`src/rtl/icache_dm.sv`:
```
// Direct-mapped instruction cache with a 4-word line refill FSM.
// Hits are answered combinationally; misses stall the PC until the line is fetched.
module icache_dm #(
  parameter int unsigned LENGTH = 32,
  parameter int unsigned NLINES = 4,
  parameter int unsigned CNT_W  = 16
) (
  input  logic                  clk,
  input  logic                  reset,
  input  logic                  req,
  input  logic [LENGTH-1:0]     addr,
  output logic [LENGTH-1:0]     instr,
  output logic                  hit,
  output logic                  stall,
  input  logic                  inval,
  output logic                  mem_rd,
  output logic [LENGTH-1:0]     mem_addr,
  input  logic                  mem_ready,
  input  logic [4*LENGTH-1:0]   mem_data,
  output logic [CNT_W-1:0]      miss_cnt
);

  localparam int unsigned IDX_W = $clog2(NLINES);
  localparam int unsigned TAG_W = LENGTH - 4 - IDX_W;

  typedef enum logic {IDLE, REFILL} state_t;

  state_t                 state;
  logic [NLINES-1:0]      valid;
  logic [TAG_W-1:0]       tag_mem  [NLINES];
  logic [LENGTH-1:0]      data_mem [NLINES][4];

  logic [1:0]             word;
  logic [IDX_W-1:0]       idx;
  logic [TAG_W-1:0]       tag;
  logic [IDX_W-1:0]       fill_idx;
  logic [TAG_W-1:0]       fill_tag;

  assign word     = addr[3:2];
  assign idx      = addr[4 +: IDX_W];
  assign tag      = addr[LENGTH-1 -: TAG_W];
  assign fill_idx = mem_addr[4 +: IDX_W];
  assign fill_tag = mem_addr[LENGTH-1 -: TAG_W];

  // Lookup is only meaningful in IDLE; a refill in flight always stalls.
  always_comb begin
    hit   = 1'b0;
    instr = '0;
    stall = 1'b0;
    if (state == REFILL) begin
      stall = 1'b1;
    end else begin
      hit   = req && valid[idx] && (tag_mem[idx] == tag);
      stall = req && !hit;
      if (hit) instr = data_mem[idx][word];
    end
  end

  // Control state, valid bits and miss counter.
  always_ff @(posedge clk or posedge reset) begin
    if (reset) begin
      state    <= IDLE;
      valid    <= '0;
      mem_rd   <= 1'b0;
      mem_addr <= '0;
      miss_cnt <= '0;
    end else begin
      case (state)
        IDLE: begin
          if (req && !hit) begin
            state    <= REFILL;
            mem_rd   <= 1'b1;
            mem_addr <= {addr[LENGTH-1:4], 4'b0000};
            if (miss_cnt != '1) miss_cnt <= miss_cnt + CNT_W'(1);
          end
        end
        REFILL: begin
          if (mem_ready) begin
            state           <= IDLE;
            mem_rd          <= 1'b0;
            valid[fill_idx] <= 1'b1;
          end
        end
        default: state <= IDLE;
      endcase
      // Invalidate wins over a same-cycle fill: the line is written but stays invalid.
      if (inval) valid <= '0;
    end
  end

  // Tag and data arrays need no reset; they are qualified by the valid bits.
  always_ff @(posedge clk) begin
    if (state == REFILL && mem_ready) begin
      tag_mem[fill_idx]        <= fill_tag;
      data_mem[fill_idx][2'd0] <= mem_data[LENGTH-1:0];
      data_mem[fill_idx][2'd1] <= mem_data[2*LENGTH-1:LENGTH];
      data_mem[fill_idx][2'd2] <= mem_data[3*LENGTH-1:2*LENGTH];
      data_mem[fill_idx][2'd3] <= mem_data[4*LENGTH-1:3*LENGTH];
    end
  end

endmodule

```
`config.mk`:
```
export PLATFORM = sky130hd
export DESIGN_NAME = icache_dm
export DESIGN_NICKNAME = d
export VERILOG_FILES = /design/src/rtl/icache_dm.sv
export SDC_FILE = /design/constraint.sdc
export NUM_CORES = 1
export LEC_CHECK = 0
export BUFFER_PORTS_ARGS = -buffer_cell sky130_fd_sc_hd__buf_2
export CELL_PAD_IN_SITES_DETAIL_PLACEMENT = 1
export CELL_PAD_IN_SITES_GLOBAL_PLACEMENT = 1
export CORE_MARGIN = 2
export CORE_UTILIZATION = 47
export DETAILED_ROUTE_END_ITERATION = 12
export PLACE_DENSITY_LB_ADDON = 0.2
export RECOVER_POWER = 100
export SKIP_LAST_GASP = 1
export SLEW_MARGIN = 25
export SYNTH_ARGS = -nofsm -noshare
export SYNTH_HDL_FRONTEND = slang
export SYNTH_SLANG_ARGS = --single-unit
```
`constraint.sdc`:
```
create_clock -name clk -period 11.95 [get_ports clk]
set_input_delay 1.195 -clock clk [delete_from_list [all_inputs] [get_ports clk]]
set_output_delay 1.195 -clock clk [all_outputs]
set_load 0.03 [all_outputs]
```
[Word-level counts from Yosys, hierarchy flattened]
Memories as Yosys holds them, arrays and structs flattened.
Index checks and enable logic that the tools add are counted.
Word-level totals
  register bits after elaboration: 50
  RAM bits: 616
  input port bits: 165
  output and inout port bits: 83
  logic and storage cells: 55
  memories kept: 2
Memory list
  data_mem: words 4, bits a word 128, read ports 1, clocked after Yosys merged registers in 0, wr ports 1, RTL line 31  | logic [LENGTH-1:0] data_mem [NLINES][4];
  tag_mem: words 4, bits a word 26, read ports 1, clocked after Yosys merged registers in 0, wr ports 1, RTL line 30  | logic [TAG_W-1:0] tag_mem [NLINES];
Operators by class
  add/sub/neg operators: 1
  $lt $le $gt $ge: 4
  eq/ne operators: 4
  mux-type cells: 22
  bitwise gates (word level): 3
  reductions and logical operators: 14
Operator list (count)
  $mux 32: 4
  $bmux 32 s2: 1
  $eq 26x26->1: 1
  $add 16x1->16 const B: 1
  $ne 16x16->1 const B: 1
  $mux 4: 3
  $mux 1: 10
  $logic_and 1x1->1: 6
  $lt 2x3->1 const B: 2
  $reduce_and 2->1: 3
  $ne 2x2->1 const B: 2
  $or 4x4->4: 1
  $pmux 1 s2: 2
  $reduce_bool 2->1: 2
  $ge 3x3->1 const B: 1
  $not 2->3: 1
  $reduce_and 3->1: 1
  $bmux 1 s2: 1
  $demux 1 s2: 1
  $ge 2x1->1 const B: 1
  $logic_not 1->1: 2
  $not 1->1: 1

[Longest topological paths before layout]
  depth in word-level cells: 9
  gate-level depth with buffers: 13
  depth with buffers taken out: 7

[Worst setup path after synthesis]
No wires, ideal clock.
  kind: in2reg
  start: input port mem_ready
  end: memory data_mem[1][0] (netlist name), enable pin
  library setup time: 0.859 ns
  arrival time: 11.691 ns
  data required time: 11.091 ns
  setup slack: -0.600 ns
  stages on the path: 2
  path buffers: 0
  cells stage by stage: nand2_1 > nor3_1
Between the ends
  longest elaborated chain between the ends: 3
RTL lines
  start: declaration: RTL line 18  | input logic mem_ready,
  $logic_and 1x1->1: RTL line 93  | if (state == REFILL && mem_ready) begin
  $mux 1: RTL line 93
  $mux 1 (implied by the code): RTL line 98  | data_mem[fill_idx][2'd3] <= mem_data[4*LENGTH-1:3*LENGTH];
  end: declaration: RTL line 31
Every way passes these cells.

[Worst setup path after layout]
  start: input port addr[5]
  end: output port instr[22]
Between the ends
  longest elaborated chain between the ends: 6
  elaborated cells on any way between the ends: 12
  classes of those cells: eq/ne: 1; mux: 7; reduce/logical: 2; memory: 2
RTL lines
  start: declaration: RTL line 11  | input logic [LENGTH-1:0] addr,
  $mem_v2 4x128 / $bmux 1 s2 (equally long branches)
  $bmux 32 s2 / $mux 1 (equally long branches): RTL line 55, 53
  $mux 32 (implied by the code) / $logic_and 1x1->1 (equally long branches) (2 in series): RTL line 55, 53
  $mux 32 *: RTL line 55  | if (hit) instr = data_mem[idx][word];
  $mux 32 *: RTL line 50  | if (state == REFILL) begin
  end: declaration: RTL line 12  | output logic [LENGTH-1:0] instr,
Every way passes the cells marked *; elsewhere a longest branch is shown, timed or not. The select of a mux whose other input is x is not followed.

==> flow_results.xml <==
<?xml version="1.0" encoding="UTF-8"?>
<metrics>
  <group name="place">
    <metric name="dp_worst_slack" unit="ns">5.701</metric>
    <metric name="hpwlAfterDp" unit="um">32420</metric>
    <metric name="placement.io_buffers" unit="">241</metric>
    <metric name="post-place-cells" unit="">2028</metric>
    <metric name="finalWeightedCongestion" unit="">0.7443</metric>
  </group>
  <group name="floorplanning">
    <metric name="design.portCount" unit="">248</metric>
    <metric name="total_die_area" unit="mm2">0.05666</metric>
    <metric name="initial_utilization" unit="">0.4764</metric>
    <metric name="fp.coreArea" unit="mm2">0.05403</metric>
    <metric name="row_count" unit="">85</metric>
    <metric name="die_height" unit="um">238.0</metric>
    <metric name="die-width" unit="um">238.0</metric>
  </group>
  <group name="global_routing">
    <metric name="residual_overflow_from_global_routing" unit="">0</metric>
    <metric name="grt_start_max_net_pins" unit="">156</metric>
    <metric name="grt_pass1_vias" unit="">13140</metric>
    <metric name="antenna_found_initial" unit="">12</metric>
    <metric name="globalRouteTotalUtil" unit="">0.2009</metric>
    <metric name="wire_length_of_the_first_global_routing_pass" unit="um">83830</metric>
  </group>
  <group name="power_and_ir_drop">
    <metric name="worst_ir_drop_vdd" unit="uV">183.2</metric>
    <metric name="total_power" unit="mW">5.275</metric>
    <metric name="power.leakage" unit="nW">9.657</metric>
    <metric name="pd_cells" unit="mW/mm2">178.9</metric>
  </group>
  <group name="timing">
    <metric name="finalHoldViolations" unit="">0</metric>
    <metric name="min_period_over_period" unit="">0.7158</metric>
    <metric name="worst-slew-pin-transition" unit="ns">8.951</metric>
    <metric name="unrepaired_setup_endpoints_after_global_routing" unit="">false</metric>
    <metric name="clock_skew" unit="ns">0.009163</metric>
    <metric name="timing_max_transition_violations_final" unit="">731</metric>
    <metric name="worst_slack" unit="ns">3.396</metric>
    <metric name="timing.hold.ws" unit="ns">0.4807</metric>
    <metric name="timing.final.setup_violations" unit="">0</metric>
    <metric name="achievable-frequency" unit="MHz">116.9</metric>
    <metric name="max_slew_margin" unit="">-4.968</metric>
    <metric name="timing.final.crit_period" unit="ns">8.554</metric>
  </group>
  <group name="yosys">
    <metric name="synthesis.instances" unit="">1128</metric>
    <metric name="synth_area_per_cell" unit="um2">22.82</metric>
    <metric name="synth-edff-count" unit="">616</metric>
    <metric name="syn_area" unit="mm2">0.02574</metric>
    <metric name="register_bit_count_reported_by_yosys" unit="">666</metric>
    <metric name="ys_dominant_reg_cell" unit="">sky130_fd_sc_hd__edfxtp_1</metric>
    <metric name="synth.yosys.seq_area_share" unit="">0.7672</metric>
    <metric name="synth_async_sr_flop_share" unit="">0.07508</metric>
    <metric name="yosys_warnings" unit="">0</metric>
    <metric name="synthDistinctLibCells" unit="">50</metric>
  </group>
  <group name="routing">
    <metric name="routed_wire_length" unit="um">55530</metric>
    <metric name="route.detailed.drc" unit="">0</metric>
    <metric name="ant_nets" unit="">0</metric>
    <metric name="routed-via-count" unit="">12100</metric>
    <metric name="drt-wirelength-per-cell" unit="um">25.90</metric>
    <metric name="route.detailed.vias_per_inst" unit="">5.645</metric>
    <metric name="drt_first_pass_iters" unit="">5</metric>
    <metric name="drt_first_iter_violations" unit="">837</metric>
  </group>
  <group name="worst_setup_path">
    <metric name="critical_path.n_buffers_inverters" unit="">4</metric>
    <metric name="worstPathRequired" unit="ns">10.76</metric>
    <metric name="cpMaxStageDelayCell" unit="">sky130_fd_sc_hd__clkbuf_1</metric>
    <metric name="cpLargestDelayFamily" unit="">buffers and inverters</metric>
    <metric name="setup.reg_to_reg.worst_slack" unit="ns">4.03</metric>
    <metric name="setup.worst_path.start_class" unit="">input port</metric>
    <metric name="critical-path-max-stage-delay" unit="ns">2.53</metric>
    <metric name="setup.worst_path.end_class" unit="">output port</metric>
    <metric name="regToRegStartpoint" unit="">mem_addr[5]</metric>
    <metric name="timing.setup.critical_path_class" unit="">in -&gt; out</metric>
    <metric name="crit_path_launch" unit="">addr[5]</metric>
    <metric name="path_common_cell" unit="">sky130_fd_sc_hd__clkbuf_1</metric>
    <metric name="worst-endpoint-arrival" unit="ns">7.36</metric>
    <metric name="critical_path_cell_by_cell" unit="">clkbuf_8 -&gt; clkbuf_1 -&gt; mux4_2 -&gt; nor2b_1 -&gt; a2111o_1 -&gt; or4_1 -&gt; nor4_1 -&gt; buf_4 -&gt; and3_1 -&gt; clkbuf_1</metric>
    <metric name="path_max_fanout" unit="">55</metric>
  </group>
  <group name="hold_path">
    <metric name="worst_hold_startpoint" unit="">miss_cnt[5]</metric>
    <metric name="hold_crit_path_type" unit="">reg -&gt; reg</metric>
  </group>
  <group name="cts">
    <metric name="tritoncts.num_buffers" unit="">69</metric>
    <metric name="postCtsSetupBuffers" unit="">0</metric>
    <metric name="cts-resized-gates" unit="">0</metric>
    <metric name="cts_tree" unit="">yes</metric>
    <metric name="htree_levels" unit="">3</metric>
    <metric name="clk_latency" unit="ns">0.59</metric>
    <metric name="cts_root_buf" unit="">sky130_fd_sc_hd__clkbuf_16</metric>
    <metric name="path_clk_slew" unit="ns">0.06</metric>
    <metric name="cts_hold_buf" unit="">0</metric>
    <metric name="cts_max_path_buffers" unit="">3</metric>
    <metric name="cts.sinks" unit="">666</metric>
  </group>
  <group name="cells_and_area">
    <metric name="non_filler_cells_final" unit="">2144</metric>
    <metric name="layout_commonest_cell" unit="">sky130_fd_sc_hd__edfxtp_1</metric>
    <metric name="utilization" unit="">0.5458</metric>
    <metric name="drive_gt1_frac" unit="">0.2195</metric>
    <metric name="syn2layout_area_growth" unit="%">14.55</metric>
    <metric name="layout_common_cells" unit="">sky130_fd_sc_hd__edfxtp_1 (616), sky130_fd_sc_hd__clkbuf_1 (234), sky130_fd_sc_hd__mux4_2 (177), sky130_fd_sc_hd__clkbuf_16 (73), sky130_fd_sc_hd__dfrtp_1 (50)</metric>
    <metric name="fin_nets" unit="">1569</metric>
  </group>
  <group name="outcome">
    <metric name="failed_checks" unit="">max-capacitance violations, max-slew violations</metric>
    <metric name="run_status" unit="">complete, but fails checks</metric>
  </group>
  <group name="flow_run">
    <metric name="drv.max_cap_violation_count" unit="">12</metric>
  </group>
</metrics>
stage by stage:
| stage | TNS (ns) | cell area, um2 |
|---|---|---|
| after floorplan | -184.82 | 25750 |
| after global placement | 0 | 27740 |
| after detailed placement | 0 | 27740 |
| after CTS | 0 | 29820 |
| after global routing | 0 | 29480 |
| final | 0 | 29490 |
kinds of logic after synthesis:
kind of cell,share of synthesized area
compound gates,0.007583
xor+xnor,0.01021
fa+ha+maj,0.0004860
buf+inv,0.01308
flops,0.7672
mux,0.1793
other cells,0.0001457
simple gates,0.02202
path summary, 6_finish.rpt:
check | to | depth (start not counted)
max reg2reg | data_mem[2][11] | 3
min reg2reg | miss_cnt[5] | 1
max | instr[22] | 10
min in group asynchronous | mem_addr[14] | 3
min | miss_cnt[5] | 1
max in group asynchronous | mem_addr[18] | 3
where the power goes:
group | leakage (nW) | internal, mW | switching, mW
sequential | 6.21 | 2.75 | 0.0708
combinational | 2.43 | 0.161 | 0.291
clock | 1.02 | 1.17 | 0.829
final cells by class:
cell class | instances | area (um2)
clock buffers | 89 | 1897
flip-flops and latches | 666 | 19750
well taps | 696 | 870.8
inverters | 10 | 37.54
repair buffers | 262 | 1085
fillers | 4804 | 24540
clock inverters | 23 | 177.7
multi-input cells | 394 | 5659
diodes | 4 | 10.01
metal layers:
layer,up-vias,wire [um],track usage
met1,6454,23050,0.2681
met5,-,104,0
met2,266,28230,0.3335
met4,16,1050,0.05114
li1,5278,-,-
met3,88,3092,0.05113
state kept, by name, indices dropped and copies added (netlist names):
name / count
mem_addr: 28
tag_mem: 104
mem_rd: 1
data_mem: 512
miss_cnt: 16
state: 1
valid: 4
Yosys cell counts, drive strengths merged (2+ instances only):
cell type / instances / share of area
a2111o: 2 / 0.00087
a222oi: 2 / 0.00078
a22oi: 2 / 0.00058
a2bb2oi: 2 / 0.00068
and3: 36 / 0.0087
buf: 35 / 0.0078
clkbuf: 26 / 0.0038
dfrtp: 50 / 0.049
edfxtp: 616 / 0.72
inv: 10 / 0.0015
mux2: 38 / 0.017
mux2i: 20 / 0.0078
mux4: 177 / 0.15
nand2: 10 / 0.0015
nand2b: 2 / 0.00049
nand3: 8 / 0.0016
nand4: 8 / 0.0019
nor2: 18 / 0.0026
nor2b: 2 / 0.00049
nor3: 5 / 0.00097
nor3b: 2 / 0.00058
nor4: 3 / 0.0013
o21a: 2 / 0.00058
o21ai: 3 / 0.00058
xnor2: 15 / 0.0051
xor2: 15 / 0.0051
(Power assumes the default switching activity.)
